### src/rtl/bcd_pkg.sv
// Shared types and constants for the sequential binary-to-BCD converter.
// The build option BCD_ARB_FIXED_PRIO_EN is consumed by bcd_conv_arbiter.
package bcd_pkg;

  localparam int BCD_IN_W  = 8;
  localparam int BCD_STEPS = 8;
  localparam int BCD_CNT_W = $clog2(BCD_STEPS);

  typedef logic [3:0] bcd_digit_t;

  typedef enum logic [1:0] {
    IDLE  = 2'd0,
    SHIFT = 2'd1,
    DONE  = 2'd2
  } bcd_state_t;

  // Double-dabble correction: a digit of 5 or more gets +3 so the next
  // shift carries correctly into the digit above (4-bit wrap, no carry out).
  function automatic bcd_digit_t bcd_add3(input bcd_digit_t d);
    return (d >= 4'd5) ? bcd_digit_t'(d + 4'd3) : d;
  endfunction

endpackage

### src/rtl/bcd_dabble_step.sv
// One combinational double-dabble step: add-3 correction on each digit,
// then shift the three digits left by one with a new binary bit entering
// the units digit.
module bcd_dabble_step
  import bcd_pkg::*;
(
  input  bcd_digit_t hund_i,
  input  bcd_digit_t tens_i,
  input  bcd_digit_t unit_i,
  input  logic       bit_i,
  output bcd_digit_t hund_o,
  output bcd_digit_t tens_o,
  output bcd_digit_t unit_o
);

  bcd_digit_t hund_adj;
  bcd_digit_t tens_adj;
  bcd_digit_t unit_adj;

  // Correct every digit first, then shift the whole chain left by one.
  always_comb begin
    hund_adj = bcd_add3(hund_i);
    tens_adj = bcd_add3(tens_i);
    unit_adj = bcd_add3(unit_i);
    hund_o   = {hund_adj[2:0], tens_adj[3]};
    tens_o   = {tens_adj[2:0], unit_adj[3]};
    unit_o   = {unit_adj[2:0], bit_i};
  end

endmodule

### src/rtl/bcd_conv_arbiter.sv
// Shared binary-to-BCD converter with a built-in requester arbiter.
// Arbitration is round-robin by default; defining BCD_ARB_FIXED_PRIO_EN
// selects fixed priority (lowest index wins) and removes last_gnt.
//
// Handshake: a requester holds req_valid/req_data until it sees req_ack,
// which pulses for one cycle in IDLE; data is captured on that clock edge.
// Results appear as a one-cycle res_valid pulse with digits and res_id
// registered; digits hold until the next result.
module bcd_conv_arbiter
  import bcd_pkg::*;
#(
  parameter int N_REQ = 2,
  parameter int ID_W  = 1
) (
  input  logic                  clk,
  input  logic                  rst_n,
  input  logic [N_REQ-1:0]      req_valid,
  input  logic [8*N_REQ-1:0]    req_data,
  output logic [N_REQ-1:0]      req_ack,
  output logic                  busy,
  output logic                  res_valid,
  output logic [ID_W-1:0]       res_id,
  output logic [3:0]            centena,
  output logic [3:0]            dezena,
  output logic [3:0]            unidade,
  output bcd_state_t            dbg_state
);

  bcd_state_t              state_q;
  logic [BCD_CNT_W-1:0]    cnt_q;
  logic [BCD_IN_W-1:0]     shreg_q;
  bcd_digit_t              wh_q, wt_q, wu_q;
  bcd_digit_t              oh_q, ot_q, ou_q;
  logic                    res_valid_q;
  logic [ID_W-1:0]         res_id_q;
  bcd_digit_t              step_h, step_t, step_u;
  logic                    gnt_found;
  logic [ID_W-1:0]         gnt_idx;
  logic [ID_W-1:0]         cand;
  logic [BCD_IN_W-1:0]     data_arr [N_REQ];

`ifndef BCD_ARB_FIXED_PRIO_EN
  logic [ID_W-1:0]         last_gnt_q;
`endif

  // Unpack the flat request data bus into one byte per requester.
  for (genvar g = 0; g < N_REQ; g++) begin : g_unpack
    assign data_arr[g] = req_data[8*g +: 8];
  end

`ifdef BCD_ARB_FIXED_PRIO_EN
  // Fixed priority: scan from the top so the lowest valid index wins last.
  always_comb begin
    gnt_found = 1'b0;
    gnt_idx   = '0;
    cand      = '0;
    for (int i = N_REQ - 1; i >= 0; i--) begin
      cand = ID_W'(i);
      if (req_valid[cand]) begin
        gnt_found = 1'b1;
        gnt_idx   = cand;
      end
    end
  end
`else
  // Round-robin: scan offsets from far to near so the requester closest
  // after last_gnt wins last.
  always_comb begin
    gnt_found = 1'b0;
    gnt_idx   = '0;
    cand      = '0;
    for (int k = N_REQ; k >= 1; k--) begin
      cand = ID_W'((int'(last_gnt_q) + k) % N_REQ);
      if (req_valid[cand]) begin
        gnt_found = 1'b1;
        gnt_idx   = cand;
      end
    end
  end
`endif

  // Acknowledge the winner combinationally, only while idle.
  always_comb begin
    req_ack = '0;
    if (state_q == IDLE && gnt_found) req_ack[gnt_idx] = 1'b1;
  end

  bcd_dabble_step u_step (
    .hund_i (wh_q),
    .tens_i (wt_q),
    .unit_i (wu_q),
    .bit_i  (shreg_q[BCD_IN_W-1]),
    .hund_o (step_h),
    .tens_o (step_t),
    .unit_o (step_u)
  );

  // Control FSM with datapath and output registers. The final SHIFT edge
  // loads the output digits and res_valid so they are visible during DONE.
  always_ff @(posedge clk or negedge rst_n) begin
    if (!rst_n) begin
      state_q     <= IDLE;
      cnt_q       <= '0;
      shreg_q     <= '0;
      wh_q        <= '0;
      wt_q        <= '0;
      wu_q        <= '0;
      oh_q        <= '0;
      ot_q        <= '0;
      ou_q        <= '0;
      res_valid_q <= 1'b0;
      res_id_q    <= '0;
`ifndef BCD_ARB_FIXED_PRIO_EN
      last_gnt_q  <= ID_W'(N_REQ - 1);
`endif
    end else begin
      case (state_q)
        IDLE: begin
          res_valid_q <= 1'b0;
          if (gnt_found) begin
            shreg_q    <= data_arr[gnt_idx];
            res_id_q   <= gnt_idx;
`ifndef BCD_ARB_FIXED_PRIO_EN
            last_gnt_q <= gnt_idx;
`endif
            wh_q       <= '0;
            wt_q       <= '0;
            wu_q       <= '0;
            cnt_q      <= BCD_CNT_W'(BCD_STEPS - 1);
            state_q    <= SHIFT;
          end
        end
        SHIFT: begin
          wh_q    <= step_h;
          wt_q    <= step_t;
          wu_q    <= step_u;
          shreg_q <= {shreg_q[BCD_IN_W-2:0], 1'b0};
          if (cnt_q == '0) begin
            oh_q        <= step_h;
            ot_q        <= step_t;
            ou_q        <= step_u;
            res_valid_q <= 1'b1;
            state_q     <= DONE;
          end else begin
            cnt_q <= cnt_q - 1'b1;
          end
        end
        DONE: begin
          res_valid_q <= 1'b0;
          state_q     <= IDLE;
        end
        default: state_q <= IDLE;
      endcase
    end
  end

  assign busy      = (state_q != IDLE);
  assign res_valid = res_valid_q;
  assign res_id    = res_id_q;
  assign centena   = oh_q;
  assign dezena    = ot_q;
  assign unidade   = ou_q;
  assign dbg_state = state_q;

endmodule
### config.mk
export PLATFORM = sky130hd
export DESIGN_NAME = bcd_conv_arbiter
export DESIGN_NICKNAME = d
export VERILOG_FILES = /design/src/rtl/bcd_pkg.sv /design/src/rtl/bcd_dabble_step.sv /design/src/rtl/bcd_conv_arbiter.sv
export SDC_FILE = /design/constraint.sdc
export NUM_CORES = 1
export LEC_CHECK = 0
export ABC_AREA = 1
export CAP_MARGIN = 20
export CORE_ASPECT_RATIO = 0.8
export CORE_MARGIN = 2
export CORE_UTILIZATION = 52
export DETAILED_ROUTE_END_ITERATION = 12
export PLACE_DENSITY_LB_ADDON = 0.2
export SKIP_CTS_REPAIR_TIMING = 1
export SYNTH_ARGS = -nofsm -noshare
export SYNTH_HDL_FRONTEND = slang
export SYNTH_SLANG_ARGS = --single-unit
### constraint.sdc
create_clock -name clk -period 1.4 [get_ports clk]
set_input_delay 0.21 -clock clk [delete_from_list [all_inputs] [get_ports clk]]
set_output_delay 0.21 -clock clk [all_outputs]
set_load 0.03 [all_outputs]
After elaboration in Yosys (flattened, before gate mapping)
Cells that the tools add are included.
{"block": "totals", "register_bits": 40, "in_bits": 20, "output_inout_bits": 19, "wordCells": 77}
{"block": "op_classes", "n_addsub": 6, "order_cmp": 8, "n_eq_ne": 5, "mux": 31, "bitwise": 1, "n_reduce_logical": 14}
{"op": "8-bit two-way mux", "n": 4}
{"op": "4-bit case mux with 2 select lines", "n": 3}
{"op": "8-bit case mux with 2 select lines", "n": 1}
{"op": "4-bit by 3-bit >= comparator with 1-bit output (second input constant)", "n": 3}
{"op": "4-bit two-way mux", "n": 3}
{"op": "1-bit two-way mux", "n": 10}
{"op": "2-bit AND reduction", "n": 5}
{"op": "3-bit two-way mux", "n": 3}
{"op": "4-bit by 2-bit adder with 4-bit output (second input constant)", "n": 2}
{"op": "1-bit by 2-bit < comparator with 1-bit output (second input constant)", "n": 3}
{"op": "2-bit two-way mux", "n": 3}
{"op": "2-bit != test (second input constant)", "n": 3}
{"op": "3-bit case mux with 2 select lines", "n": 1}
{"op": "2-bit nonzero test", "n": 3}
{"op": "2-bit case mux with 2 select lines", "n": 1}
{"op": "3-bit by 2-bit adder with 3-bit output (second input constant)", "n": 1}
{"op": "3-bit zero test", "n": 1}
{"op": "3-bit AND reduction", "n": 1}
{"op": "3-bit by 1-bit subtractor with 3-bit output (second input constant)", "n": 1}
{"op": "1-bit adder (second input constant)", "n": 2}
{"op": "2-bit by 1-bit equality test with 1-bit output (second input constant)", "n": 1}
{"op": "2-bit equality test (second input constant)", "n": 1}
{"op": "2-bit >= comparator (second input constant)", "n": 1}
{"op": "1-bit logical AND", "n": 2}
{"op": "other kinds (6)", "n": 6}

Depth between registers and ports, before layout
{"block": "depth", "word_depth": 11, "ltp_mapped": 9, "ltp_nobuf": 8}

By module
From an unflattened synthesis, not the netlist that was laid out.
{"block": "unflattened", "hier_cells": 286, "hier_area_um2": 2217.1}
{"module": "bcd_conv_arbiter", "instances": 1, "cells_each": 222, "area_per_inst_um2": 1850.5, "seq_area_each_um2": 1002.2}
{"module": "bcd_dabble_step", "instances": 1, "cells_each": 64, "area_per_inst_um2": 366.6, "seq_area_each_um2": 0.0}

Worst setup path before layout
OpenSTA, ideal clock, no wires.
{"block": "synth_timing", "path_type": "reg2out", "startpoint": "register state_q[1] (netlist: dbg_state[1])", "endpoint": "output port req_ack[0]", "t_arrival_ns": 1.274, "required_time_ns": 1.190, "slack_ns": -0.084, "stages_incl_launch_ff": 4, "path_buffers": 0, "cell_sequence": "dfrtp_1 nor2_2 o21ai_1 nor2_1"}
{"block": "synth_between", "elab_chain_cells": 3}
{"item": "start: declaration", "line_no": "bcd_conv_arbiter.sv:29", "rtl": "bcd_state_t state_q;"}
{"item": "start signal: assignment", "line_no": "bcd_conv_arbiter.sv:102", "rtl": "state_q <= IDLE;"}
{"item": "start signal: assignment", "line_no": "bcd_conv_arbiter.sv:130", "rtl": "state_q <= SHIFT;"}
{"item": "start signal: assignment", "line_no": "bcd_conv_arbiter.sv:143", "rtl": "state_q <= DONE;"}
{"item": "2-bit zero test", "line_no": "bcd_conv_arbiter.sv:85", "rtl": "if (state_q == IDLE && gnt_found) req_ack[gnt_idx] = 1'b1;"}
{"item": "1-bit logical AND", "line_no": "bcd_conv_arbiter.sv:85"}
{"item": "2-bit two-way mux", "line_no": "bcd_conv_arbiter.sv:85"}
{"item": "end: declaration", "line_no": "bcd_conv_arbiter.sv:19", "rtl": "output logic [N_REQ-1:0] req_ack,"}
No other way between the ends.

Final worst setup path
{"block": "layout_timing", "startpoint": "input port req_valid[0]", "endpoint": "output port req_ack[1]"}
{"block": "layout_between", "elab_chain_cells": 9, "word_cells_on_any_way": 15, "classes_between": "2 x order compare; 11 x mux; 2 x reduce/logical"}
{"item": "start: declaration", "line_no": "bcd_conv_arbiter.sv:17", "rtl": "input logic [N_REQ-1:0] req_valid,"}
{"item": "1-bit two-way mux (not written as such) (2 in series)", "line_no": "bcd_conv_arbiter.sv:74", "rtl": "if (req_valid[cand]) begin"}
{"item": "1-bit two-way mux (2 in series)", "line_no": "bcd_conv_arbiter.sv:74"}
{"item": "1-bit by 2-bit < comparator with 1-bit output (not written as such) / 1-bit >= comparator (equally long branches)", "line_no": "bcd_conv_arbiter.sv:85"}
{"item": "1-bit logical AND (not written as such)", "line_no": "bcd_conv_arbiter.sv:85"}
{"item": "1-bit two-way mux (not written as such)", "line_no": "bcd_conv_arbiter.sv:85"}
{"item": "1-bit demux with 1-bit select", "line_no": "bcd_conv_arbiter.sv:85"}
{"item": "2-bit two-way mux *", "line_no": "bcd_conv_arbiter.sv:85"}
Mark *: on every way between the ends. The rest lies on a longest branch, timed or not. The select of a mux whose other input is x is not followed.

==> flow_summary_export.csv <==
group,metric,value,unit
worst_setup_path,cpPeakStageDelay,0.64,ns
outcome,violations,"setup timing",
place,numPortBuffers,38,
synth,yosysSeqAreaShare,48.0,%
outcome,status,"finished, violations left",
synth,ys_warn_count,0,
worst_setup_path,arrival,1.36,ns
floorplanning,rows,20,
sta,rsz0062_at_grt,"true",
final_layout,antennaDiodeCount,0,
floorplanning,dieArea,4540,um2
global_routing,grt_max_degree,20,
global_routing,grt_overflow,0,
sta,final_max_slew_viol_count,0,
sta,fin_ws,-0.170,ns
pwr,power_leakage,1.73,nW
min_path,hp-class,"input port to async pin",
route,wl_per_cell,13.4,um
pwr,report.power.total,0.00739,W
floorplanning,fp.dieW,74.8,um
final_layout,drive_above_1_share,27.2,%
worst_setup_path,crit_required,1.19,ns
synth,ys_ff_latch,40,
cts,worstSkewPairLatency,0.31,ns
place,preCtsSetupSlack,-0.0971,ns
worst_setup_path,crit_fanout,3,
floorplanning,start_util,54.5,%
floorplanning,io_pins,39,
sta,min_period,1.57,ns
worst_setup_path,critPathLaunchType,"input port",
flow_run,cap_violations,0,
route,drt_iter0_markers,92,
sta,fin_crit_sh,112,%
sta,setup_viol_count_final,5,
sta,fmax,0.637,GHz
route,first_pass_iters,4,
place,place_congestion,0.865,
worst_setup_path,rr_worst_depth,9,
route,drc,0,
final_layout,utilization,79.9,%
final_layout,stdcell_count,390,
sta,clock-skew-final,0.0126,ns
route,route.vias.total,1973,
global_routing,grt_first_pass_wirelength,7.56,mm
synth,ys_types,19,
global_routing,grt_pass1_vias,1741,
pwr,peakVddDrop,1.48,mV
final_layout,final_nets,362,
synth,synth_fp_nets,290,
route,via_per_inst,5.06,
place,dp_hpwl,3.17,mm
cts,cts_tree,"built",
floorplanning,die_h,60.7,um
global_routing,gr-usage-all-layers,22.2,%
worst_setup_path,cp_cell_sequence,"clkdlybuf4s50_1 -> nand2_2 -> nand2_4 -> inv_4 -> nand2_2 -> inv_2 -> buf_6",
worst_setup_path,cp_slowest_cell,"clkdlybuf4s50_1",
final_layout,syn_to_final_growth,46.6,%
cts,cts_made_buffers,5,
sta,worstMarginPinSlew,0.419,ns
synth,synth_area,2090,um2
cts,cts-root-buf,"clkbuf_8",
sta,maxSlewHeadroom,72.1,%
worst_setup_path,cpMostUsedCell,"nand2_2",
place,placedCellCount,367,
route,antenna_left,0,
cts,clk_path_buf_depth,2,
global_routing,antenna_found_initial,0,
synth,syn_inst,262,
sta,report.final.hold_viol_count,0,
worst_setup_path,critPathCaptureType,"output port",
pwr,power.density,2420,nW/um2
route,wl,5.21,mm
worst_setup_path,path_class,"input port to output port",
floorplanning,core,3830,um2
synth,syn_area_per_cell,7.97,um2
cts,cts_max_level,2,
cts,clk_pin_slew,0.08,ns
cts,cts_sinks,40,
final cells by class:
type | instances | area (um2)
Multi-Input combinational cell | 186 | 1020
Clock inverter | 2 | 35.0
Timing Repair Buffer | 72 | 738
Inverter | 29 | 119
Tap cell | 55 | 68.8
Sequential cell | 40 | 1000
Clock buffer | 6 | 72.6
Fill cell | 260 | 769
logic make-up (layout without fill, tap and decap cells):
logic type               count (synthesis)  in the layout  share of synthesized area, %
AND/OR/NAND/NOR                        162            162                          35.7
AO/OA/AOI/OAI                           16             16                          3.84
flip-flops                              40             40                          48.0
adder cells (fa/ha/maj)                  8              8                          4.80
buffers and inverters                   36            109                          7.67
state kept, by name (all words and copies together), names as in the netlist:
register    flops
shreg_q         8
centena         4
dezena          4
unidade         4
wh_q            4
wt_q            4
wu_q            4
cnt_q           3
dbg_state       2
last_gnt_q      1
res_id          1
res_valid       1
critical path, delay by kind of cell:
family	cells	cell delay [ns]
buf+inv	4	0.87
simple gates	3	0.28
where the power goes:
group	internal (W)	switching [W]	leakage, nW
combinational	0.00186	0.00246	1.18
clock	0.000529	0.000415	0.0552
sequential	0.00173	0.000401	0.491
per-layer routing:
| metal | wire [um] | up-vias | global-route usage [%] |
|---|---|---|---|
| li1 | - | 976 | - |
| met1 | 2350 | 945 | 30.1 |
| met2 | 2590 | 44 | 34.2 |
| met3 | 201 | 8 | 6.64 |
| met4 | 64 | 0 | 7.91 |
| met5 | 0 | - | 0 |
metrics by stage:
stage	hold WS [ns]	cell area (um2)	setup TNS, ns
3_3_place_gp	0.159	2630	-0.419
4_1_cts	-0.174	2740	-3.30
5_1_grt	0.411	3060	-2.66
2_1_floorplan	-0.0856	2090	0
3_5_place_dp	0.160	2630	-1.14
6_report	0.365	3060	-0.394
placed cells by master, fill, tap and decap left out, drive strengths merged:
master         count
nand2            104
dfrtp             39
buf               36
nand3             35
inv               29
clkdlybuf4s50     18
dlymetal6s2s      16
o21ai             16
nor2              10
ha                 8
nand3b             7
clkbuf             7
nand4              6
clkinv             1
bufinv             1
dlygate4sd3        1
dfstp              1
cells in the mapped netlist (all sizes together):
cell,number,area (um2)
buf,7,51.3
dfrtp,39,976
dfstp,1,26.3
ha,8,100
inv,29,109
nand2,104,398
nand3,35,175
nand3b,7,52.6
nand4,6,37.5
nor2,10,81.3
o21ai,16,80.1
worst paths after layout:
path | start | end | slack, ns
setup / recovery | req_valid[0] | req_ack[1] | -0.17
hold / removal | rst_n | wh_q[3] | 0.36
setup reg to reg | dbg_state[0] | wh_q[3] | -0.03
hold reg to reg | centena[2] | centena[2] | 0.48
max in group asynchronous | rst_n | wt_q[0] | 0.49
min in group clk | centena[2] | centena[2] | 0.48
Power figures use the tool's default switching activity.
